File: config.mk
export PLATFORM = sky130hd
export DESIGN_NAME = timer_controller_flat
export DESIGN_NICKNAME = d
export VERILOG_FILES = /design/src/rtl/timer_controller_if.sv /design/src/rtl/timer_controller.sv /design/src/flat_wrapper.sv
export SDC_FILE = /design/constraint.sdc
export NUM_CORES = 1
export LEC_CHECK = 0
export ABC_CLOCK_PERIOD_IN_PS = 9750
export CAP_MARGIN = 30
export CORE_UTILIZATION = 52
export DETAILED_ROUTE_END_ITERATION = 6
export GPL_TIMING_DRIVEN = 0
export PLACE_DENSITY = 0.86
export SYNTH_ARGS = -nofsm -noshare
export SYNTH_HDL_FRONTEND = slang
export SYNTH_SLANG_ARGS = --single-unit
File: constraint.sdc
create_clock -name clk_i -period 9.75 [get_ports clk_i]
set_clock_uncertainty 0.1 [all_clocks]
set_input_delay 1.95 -clock clk_i [delete_from_list [all_inputs] [get_ports clk_i]]
set_output_delay 1.95 -clock clk_i [all_outputs]
set_load 0.01 [all_outputs]
File: src/rtl/timer_controller_if.sv
// Front-panel / datapath bundle seen by the timer sequencing controller.
// master: the side that drives switch, buttons and display (panel + datapath).
// slave:  the controller itself.
interface timer_controller_if;
   logic [1:0]  switch_state;
   logic        button_left;
   logic        button_right;
   logic        button_increase;
   logic        button_decrease;
   logic [23:0] timer_display;
   logic [23:0] intended_set_timer;
   logic        timer_propagate;
   logic        cmd_start;
   logic        cmd_pause;
   logic        cmd_clear;
   logic [2:0]  digit_sel;
   logic        timer_alarm;
   logic [2:0]  ctrl_state;

   modport master (
      output switch_state, button_left, button_right, button_increase,
             button_decrease, timer_display,
      input  intended_set_timer, timer_propagate, cmd_start, cmd_pause,
             cmd_clear, digit_sel, timer_alarm, ctrl_state
   );

   modport slave (
      input  switch_state, button_left, button_right, button_increase,
             button_decrease, timer_display,
      output intended_set_timer, timer_propagate, cmd_start, cmd_pause,
             cmd_clear, digit_sel, timer_alarm, ctrl_state
   );
endinterface

File: src/rtl/timer_controller.sv
// Countdown-timer sequencing controller: preset editing, load strobe,
// start/pause/clear commands and expiry/alarm handling.
// Optional build macro TIMER_CTRL_ALARM_TIMEOUT_EN: alarm self-clears after
// ALARM_CYCLES clocks in DONE; otherwise it holds until a button or reset.
//
// state | meaning
// SET   | editing preset digits, cursor on digit_sel
// PROP  | timer_propagate held high, editing blocked
// READY | preset loaded, waiting for start
// RUN   | datapath counting, watching for expiry
// PAUSE | datapath halted, waiting for resume
// DONE  | expired, timer_alarm high
module timer_controller #(
   parameter int unsigned PROP_CYCLES  = 1,
   parameter int unsigned ALARM_CYCLES = 250000000
) (
   input  logic               clk_i,
   input  logic               reset_i,
   timer_controller_if.slave  bus
);

   typedef enum logic [2:0] {
      S_SET   = 3'd0,
      S_PROP  = 3'd1,
      S_READY = 3'd2,
      S_RUN   = 3'd3,
      S_PAUSE = 3'd4,
      S_DONE  = 3'd5
   } state_t;

   state_t      state_q;
   logic [23:0] preset_q;
   logic [2:0]  sel_q;
   logic [3:0]  prop_cnt_q;
   logic        prop_q, start_q, pause_q, clear_q, alarm_q, armed_q;
`ifdef TIMER_CTRL_ALARM_TIMEOUT_EN
   logic [27:0] alarm_cnt_q;
`endif

   logic        btn_en, btn_inc, btn_dec, btn_left, btn_right, btn_any;
   logic [4:0]  shamt;
   logic [3:0]  cur_digit, digit_max, digit_up, digit_dn;
   logic [23:0] clear_mask, preset_up_d, preset_dn_d;
   logic        expired;

   // Gate buttons on timer mode and keep only the highest-priority press.
   always_comb begin
      btn_en    = (bus.switch_state == 2'b10);
      btn_inc   = btn_en & bus.button_increase;
      btn_dec   = btn_en & bus.button_decrease & ~bus.button_increase;
      btn_left  = btn_en & bus.button_left & ~bus.button_increase & ~bus.button_decrease;
      btn_right = btn_en & bus.button_right & ~bus.button_increase & ~bus.button_decrease
                  & ~bus.button_left;
      btn_any   = btn_en & (bus.button_left | bus.button_right | bus.button_increase
                  | bus.button_decrease);
   end

   // Wrapped +1/-1 of the digit under the cursor; tens of min/sec wrap at 5.
   always_comb begin
      shamt       = 5'd20 - {sel_q, 2'b00};
      cur_digit   = 4'(preset_q >> shamt);
      digit_max   = (sel_q == 3'd2 || sel_q == 3'd4) ? 4'd5 : 4'd9;
      digit_up    = (cur_digit >= digit_max) ? 4'd0 : cur_digit + 4'd1;
      digit_dn    = (cur_digit == 4'd0 || cur_digit > digit_max) ? digit_max
                                                                 : cur_digit - 4'd1;
      clear_mask  = ~(24'hF << shamt);
      preset_up_d = (preset_q & clear_mask) | (24'(digit_up) << shamt);
      preset_dn_d = (preset_q & clear_mask) | (24'(digit_dn) << shamt);
      expired     = armed_q && (bus.timer_display == 24'h000000);
   end

   // Sequencing FSM with registered strobes and outputs.
   always_ff @(posedge clk_i) begin
      if (reset_i) begin
         state_q    <= S_SET;
         preset_q   <= '0;
         sel_q      <= '0;
         prop_cnt_q <= '0;
         prop_q     <= 1'b0;
         start_q    <= 1'b0;
         pause_q    <= 1'b0;
         clear_q    <= 1'b0;
         alarm_q    <= 1'b0;
         armed_q    <= 1'b0;
`ifdef TIMER_CTRL_ALARM_TIMEOUT_EN
         alarm_cnt_q <= '0;
`endif
      end else begin
         start_q <= 1'b0;
         pause_q <= 1'b0;
         clear_q <= 1'b0;
         armed_q <= 1'b0;
         case (state_q)
            S_SET: begin
               if (btn_inc) begin
                  preset_q <= preset_up_d;
               end else if (btn_dec) begin
                  preset_q <= preset_dn_d;
               end else if (btn_left) begin
                  sel_q <= (sel_q == 3'd5) ? 3'd0 : sel_q + 3'd1;
               end else if (btn_right && preset_q != 24'h000000) begin
                  state_q    <= S_PROP;
                  prop_q     <= 1'b1;
                  prop_cnt_q <= 4'(PROP_CYCLES - 1);
               end
            end
            S_PROP: begin
               if (prop_cnt_q == 4'd0) begin
                  prop_q  <= 1'b0;
                  state_q <= S_READY;
               end else begin
                  prop_cnt_q <= prop_cnt_q - 4'd1;
               end
            end
            S_READY, S_PAUSE: begin
               if (btn_left) begin
                  start_q <= 1'b1;
                  state_q <= S_RUN;
               end else if (btn_inc) begin
                  clear_q <= 1'b1;
                  state_q <= S_SET;
               end
            end
            S_RUN: begin
               if (btn_inc) begin
                  clear_q <= 1'b1;
                  state_q <= S_SET;
               end else if (btn_dec) begin
                  pause_q <= 1'b1;
                  state_q <= S_PAUSE;
               end else if (expired) begin
                  alarm_q <= 1'b1;
                  state_q <= S_DONE;
`ifdef TIMER_CTRL_ALARM_TIMEOUT_EN
                  alarm_cnt_q <= 28'(ALARM_CYCLES - 1);
`endif
               end else begin
                  // A nonzero display proves the load reached the datapath.
                  armed_q <= armed_q | (bus.timer_display != 24'h000000);
               end
            end
            S_DONE: begin
               if (btn_any) begin
                  clear_q <= 1'b1;
                  alarm_q <= 1'b0;
                  state_q <= S_SET;
`ifdef TIMER_CTRL_ALARM_TIMEOUT_EN
               end else if (alarm_cnt_q == 28'd0) begin
                  clear_q <= 1'b1;
                  alarm_q <= 1'b0;
                  state_q <= S_SET;
               end else begin
                  alarm_cnt_q <= alarm_cnt_q - 28'd1;
`endif
               end
            end
            default: state_q <= S_SET;
         endcase
      end
   end

   assign bus.intended_set_timer = preset_q;
   assign bus.timer_propagate    = prop_q;
   assign bus.cmd_start          = start_q;
   assign bus.cmd_pause          = pause_q;
   assign bus.cmd_clear          = clear_q;
   assign bus.digit_sel          = sel_q;
   assign bus.timer_alarm        = alarm_q;
   assign bus.ctrl_state         = state_q;

endmodule
File: src/flat_wrapper.sv
// flat-port wrapper written by rule: the top's interface ports become plain ports
module timer_controller_flat 
#(
   parameter int unsigned PROP_CYCLES  = 1,
   parameter int unsigned ALARM_CYCLES = 250000000
)
  (clk_i, reset_i, bus_switch_state, bus_button_left, bus_button_right, bus_button_increase, bus_button_decrease, bus_timer_display, bus_intended_set_timer, bus_timer_propagate, bus_cmd_start, bus_cmd_pause, bus_cmd_clear, bus_digit_sel, bus_timer_alarm, bus_ctrl_state);
  timer_controller_if bus_i ();
  input  logic clk_i;
  input  logic reset_i;
  input wire logic [$bits(bus_i.switch_state)-1:0] bus_switch_state;
  input wire logic [$bits(bus_i.button_left)-1:0] bus_button_left;
  input wire logic [$bits(bus_i.button_right)-1:0] bus_button_right;
  input wire logic [$bits(bus_i.button_increase)-1:0] bus_button_increase;
  input wire logic [$bits(bus_i.button_decrease)-1:0] bus_button_decrease;
  input wire logic [$bits(bus_i.timer_display)-1:0] bus_timer_display;
  output wire logic [$bits(bus_i.intended_set_timer)-1:0] bus_intended_set_timer;
  output wire logic [$bits(bus_i.timer_propagate)-1:0] bus_timer_propagate;
  output wire logic [$bits(bus_i.cmd_start)-1:0] bus_cmd_start;
  output wire logic [$bits(bus_i.cmd_pause)-1:0] bus_cmd_pause;
  output wire logic [$bits(bus_i.cmd_clear)-1:0] bus_cmd_clear;
  output wire logic [$bits(bus_i.digit_sel)-1:0] bus_digit_sel;
  output wire logic [$bits(bus_i.timer_alarm)-1:0] bus_timer_alarm;
  output wire logic [$bits(bus_i.ctrl_state)-1:0] bus_ctrl_state;
  assign bus_i.switch_state = bus_switch_state;
  assign bus_i.button_left = bus_button_left;
  assign bus_i.button_right = bus_button_right;
  assign bus_i.button_increase = bus_button_increase;
  assign bus_i.button_decrease = bus_button_decrease;
  assign bus_i.timer_display = bus_timer_display;
  assign bus_intended_set_timer = bus_i.intended_set_timer;
  assign bus_timer_propagate = bus_i.timer_propagate;
  assign bus_cmd_start = bus_i.cmd_start;
  assign bus_cmd_pause = bus_i.cmd_pause;
  assign bus_cmd_clear = bus_i.cmd_clear;
  assign bus_digit_sel = bus_i.digit_sel;
  assign bus_timer_alarm = bus_i.timer_alarm;
  assign bus_ctrl_state = bus_i.ctrl_state;
  timer_controller #(.PROP_CYCLES(PROP_CYCLES), .ALARM_CYCLES(ALARM_CYCLES)) u_core (.clk_i(clk_i), .reset_i(reset_i), .bus(bus_i));
endmodule
### Word-level counts from Yosys, hierarchy flattened

Cells that the tools add are included.

| cells by class | value |
|---|---|
| order comparisons | 2 |
| add/subtract/negate cells | 5 |
| bitwise operators | 26 |
| reduce and logical (&&, ||, !) cells | 23 |
| mux-type cells | 41 |
| shift-type cells | 4 |
| eq/ne operators | 21 |

Operator list:

| operator | number |
|---|---|
| $mux 24 | 2 |
| $or 24x24->24 | 2 |
| $reduce_bool 24->1 | 2 |
| $shl 4x5->24 | 2 |
| $mux 3 | 12 |
| $mux 4 | 8 |
| $and 24x24->24 | 1 |
| $logic_not 24->1 | 1 |
| $not 24->24 | 1 |
| $shl 4x5->24 const A | 1 |
| $shr 24x5->4 | 1 |
| $pmux 3 s5 | 1 |
| $mux 1 | 14 |
| $eq 3x3->1 const B | 4 |
| $ne 2x2->1 const B | 6 |
| $reduce_and 6->1 | 2 |
| $and 1x1->1 | 11 |
| $eq 3x2->1 const B | 3 |
| $logic_not 4->1 | 2 |
| $ne 2x1->1 const B | 4 |
| $pmux 4 s2 | 1 |
| $reduce_and 8->1 | 1 |
| $sub 4x1->4 const B | 2 |
| $not 1->1 | 7 |
| other kinds (22) | 31 |

| storage, ports and cells | value |
|---|---|
| input bits | 32 |
| bits in registers | 40 |
| word-level logic and storage cells | 132 |
| output and inout bits | 35 |

### Logic depth before layout (Yosys ltp)

| depth | value |
|---|---|
| depth after elaboration | 11 |
| depth in mapped cells | 12 |
| mapped depth without buffers | 10 |

### Least setup slack after synthesis

Ideal clock, no wire load.

| timing path | value |
|---|---|
| path kind | input-to-reg |
| start | input port bus_switch_state[0] |
| end | register u_core.preset_q[15], in the netlist u_core.bus.intended_set_timer[15] |
| library setup time | 0.088 ns |
| buffers on the path | 1 |
| data arrival time | 3.369 ns |
| slack | 6.193 ns |
| stages on the path | 6 |
| data required time | 9.562 ns |
| path through | nand2b_1 -> or3_1 -> clkbuf_1 -> nor3_1 -> nor2_1 -> a311oi_2 |

| between the ends | value |
|---|---|
| cells in the longest elaborated chain, start to end | 5 |
| elaborated cells between the ends (all ways) | 7 |
| classes of those cells | 1 x eq/ne; 1 x mux; 3 x bitwise; 2 x reduce/logical |

Ends and longest elaborated chain:

| what | line | RTL |
|---|---|---|
| start: declaration | flat_wrapper.sv:11 | `input wire logic [$bits(bus_i.switch_state)-1:0] bus_switch_state;` |
| $eq 2x2->1 (*) | timer_controller.sv:48 | `btn_en = (bus.switch_state == 2'b10);` |
| $and 1x1->1 (2 in a row) | timer_controller.sv:50 | `btn_dec = btn_en & bus.button_decrease & ~bus.button_increase;` |
| $reduce_bool 2->1 (no source line) | n/a |  |
| $reduce_and 2->1 (no source line) | n/a |  |
| end signal: assignment | timer_controller.sv:96 | `preset_q <= preset_up_d;` |
| end signal: assignment | timer_controller.sv:98 | `preset_q <= preset_dn_d;` |
| end: declaration | timer_controller.sv:32 | `logic [23:0] preset_q;` |

Mark *: on every way between the ends. The rest lies on a longest branch, timed or not.
A chain may end at the register's enable or synchronous reset.

### Worst setup path in the final report

Ends and elaborated chain as after synthesis.

==> out/metrics.yaml <==
status:
  status: "finished clean"
setup_path:
  reg2reg_depth: 11
  critPathKind: "in2reg"
  r2r-start: "u_core.bus.digit_sel[1]"
  crit_required_ns: 9.86
  critPathLaunchType: "input port"
  arrival_ns: 4.27
  startpoint: "bus_switch_state[0]"
  crit_path_end_kind: "register"
  path_max_fanout: 6
power_and_ir_drop:
  p_switching_mw: 0.120
  pwr-share-clk_pct: 34.4
  p_int_mw: 0.299
  seq_power_share_pct: 40.8
  pwr_density_cell_mw_per_mm2: 128
  switching_share_pct: 28.6
  ir_worst_vdd_uv: 118
  combinationalPowerShare_pct: 24.8
  p_leak_nw: 1.11
clock_tree:
  htreeDepth: 2
  cts_sinks: 40
  root_buffer: "clkbuf_8"
  holdBufCountCts: 0
  cts_buffer_depth: 2
  cts_inserted_buffers: 5
  clkLatencyLatePin_ns: 0.31
  path_clk_slew_ns: 0.08
  post-cts-setup-buffers: 0
  cts_resized: 0
  cts_tree: "done"
hold_path:
  hold-path-cell-count: 2
  hold_start: "u_core.bus.timer_propagate"
  hp-class: "reg2reg"
drt:
  via_count: 2487
  wire_per_inst_um: 16.9
  drt_pass1_iterations: 4
  drc_errors: 0
  first_iter_violations: 111
  ant_nets: 0
  wirelength_um: 6750
  viasPerCell: 6.23
floorplanning:
  coreArea_mm2: 0.00441
  die_h_um: 70.3
  die_w_um: 70.3
  initial_core_util_pct: 54.9
  die_area_mm2: 0.00494
  row_count: 24
  num_io_pins: 67
logic_synthesis:
  synth_nets: 312
  syn-cell-area_mm2: 0.00242
  synth_top_area_share_pct: 33.0
  synthCells: 273
  yosysTopAreaCell: "dfxtp_1"
  yosys_warnings: 0
  synth_ff_type: "dfxtp_1"
  ys_types: 57
  synth_edf_count: 0
  async_reset_ff_share_pct: 0
  synth_area_leaders: "dfxtp_1, mux2i_1, nor2_1"
  ys_seq_area_share_pct: 33.0
  synth-seq-cells: 40
  avgSynthCellArea_um2: 8.88
timing:
  min_period_ns: 4.16
  worstMarginPinSlew_ns: 0.976
  drv_slew: 0
  setup-violations-final: 0
  fmax_ghz: 0.241
  hold_viol_final: 0
  fin_crit_sh_pct: 42.6
  rsz0062_at_grt: "no"
  fin_setup_tns_ns: 0
  slew_headroom_pct: 34.4
cells_and_area:
  final_cells: 399
  seq_area_um2: 801
  syn2layout_area_growth_pct: 35.0
  multi_input_area_mm2: 0.00152
  num_antenna_cells: 0
  post-route-util_pct: 74.1
  drive_gt1_share_pct: 9.51
  fin_area_mm2: 0.00327
  num-nets-final: 385
  fill_cells: 322
global_routing:
  grt_pass1_vias: 2248
  grt_pass1_wl_um: 10800
  grt_max_degree: 14
  antenna_found_initial: 0
  grt_overflow_total: 0
  grtUsageTotal_pct: 27.6
placement:
  dp.cells: 391
  dpl_cell_area_mm2: 0.00315
  post-dp-hpwl_um: 5120
  portBuffers: 65
  gp_congestion: 0.897
run:
  cap_violations: 0
## area by class of cell
class,instances,area share [%]
clock buffer,6,2.52
inverter,8,0.918
tap,52,1.99
multi-input combinational,212,46.3
sequential,40,24.5
buffer,13,2.37
timing repair buffer,66,20.2
clock inverter,2,1.19
## worst max-delay path, stage by stage
cell             delay (ns)
clkdlybuf4s50_1        0.43
nand2b_1               0.24
or3_1                  0.39
clkbuf_1               0.19
nor3_1                 0.70
nor2_1                 0.12
a311oi_2               0.25
## sequential cells by signal, summed over array words and instances, names as in the netlist
signal	flops
u_core.bus.intended_set_timer	24
u_core.bus.cmd_start	1
u_core.prop_cnt_q	4
u_core.bus.timer_alarm	1
u_core.bus.cmd_pause	1
u_core.bus.timer_propagate	1
u_core.bus.cmd_clear	1
u_core.bus.digit_sel	3
u_core.armed_q	1
u_core.bus.ctrl_state	3
## cells in the mapped netlist (2+ instances only)
master / n
buf_6: 3
o21ai_0: 7
a21o_1: 3
a211oi_1: 10
a311oi_1: 2
ha_1: 7
clkbuf_1: 6
a21oi_1: 7
nor2_1: 42
nand3b_1: 4
nand2b_1: 12
buf_2: 2
mux2_2: 2
dfxtp_1: 40
o31ai_1: 4
nor4_1: 15
a31oi_1: 6
o21bai_1: 3
nand2_1: 13
xnor2_1: 4
or3_1: 4
nor2b_1: 4
mux2i_1: 16
nor3_1: 9
inv_1: 8
a311oi_2: 3
o211ai_1: 2
mux4_2: 4
xor2_1: 3
## layer usage
| layer | up-vias | share of wire [%] | global-route usage [%] | wire [um] |
|---|---|---|---|---|
| met1 | 1181 | 42 | 35.5 | 2860 |
| met3 | 18 | 8.5 | 5.92 | 576 |
| met5 | - | 0 | 0 | 0 |
| met2 | 121 | 47 | 44.9 | 3140 |
| met4 | 0 | 2.5 | 10.9 | 166 |
| li1 | 1167 | - | - | - |
## final timing paths
check	slack, ns	to
max	5.59	u_core.bus.intended_set_timer[15]
min	0.36	u_core.bus.timer_propagate
max reg2reg	6.23	u_core.bus.intended_set_timer[2]
min reg2reg	0.36	u_core.bus.timer_propagate
## through the flow
step / hold slack [ns] / total power, mW / setup WS (ns)
after floorplan: 0.375 / 0.237 / 6.19
after CTS: 0.359 / 0.419 / 5.64
after detailed placement: 0.344 / 0.276 / 5.34
after global placement: 0.353 / 0.272 / 5.37
after global routing: 0.389 / 0.434 / 5.51
final: 0.361 / 0.419 / 5.59
## power by group through the flow
stage | registers (mW) | logic (mW) | clock network [mW]
after CTS | 0.171 | 0.103 | 0.145
after floorplan | 0.176 | 0.0616 | 0
final | 0.171 | 0.104 | 0.144
after global placement | 0.174 | 0.0973 | 0
after detailed placement | 0.175 | 0.102 | 0
after global routing | 0.171 | 0.112 | 0.150
## logic make-up (layout without fill, tap and decap cells)
| family | Yosys count | after routing | share of synthesized area, % |
|---|---|---|---|
| AND/OR/NAND/NOR | 117 | 117 | 26.3 |
| AO/OA/AOI/OAI | 58 | 58 | 18.4 |
| multiplexers | 22 | 22 | 11.3 |
| adder cells (fa/ha/maj) | 8 | 8 | 4.03 |
| XOR/XNOR | 7 | 7 | 2.53 |
| buffers and inverters | 21 | 95 | 4.44 |
| flip-flops | 40 | 40 | 33.0 |
## cell usage in the layout (no fill, tap or decap), types with 6 or more instances in the layout
| cell | netlist | final |
|---|---|---|
| inv_1 | 8 | 8 |
| nand2_1 | 13 | 13 |
| clkbuf_1 | 6 | 6 |
| mux2i_1 | 16 | 16 |
| a21oi_1 | 7 | 7 |
| o21ai_0 | 7 | 7 |
| clkbuf_8 | 0 | 6 |
| a211oi_1 | 10 | 10 |
| nor4_1 | 15 | 15 |
| clkdlybuf4s50_1 | 0 | 65 |
| dfxtp_1 | 40 | 40 |
| nor2_1 | 42 | 42 |
| a31oi_1 | 6 | 6 |
| ha_1 | 7 | 7 |
| nand2b_1 | 12 | 12 |
| nor3_1 | 9 | 9 |
Power figures use the tool's default switching activity.
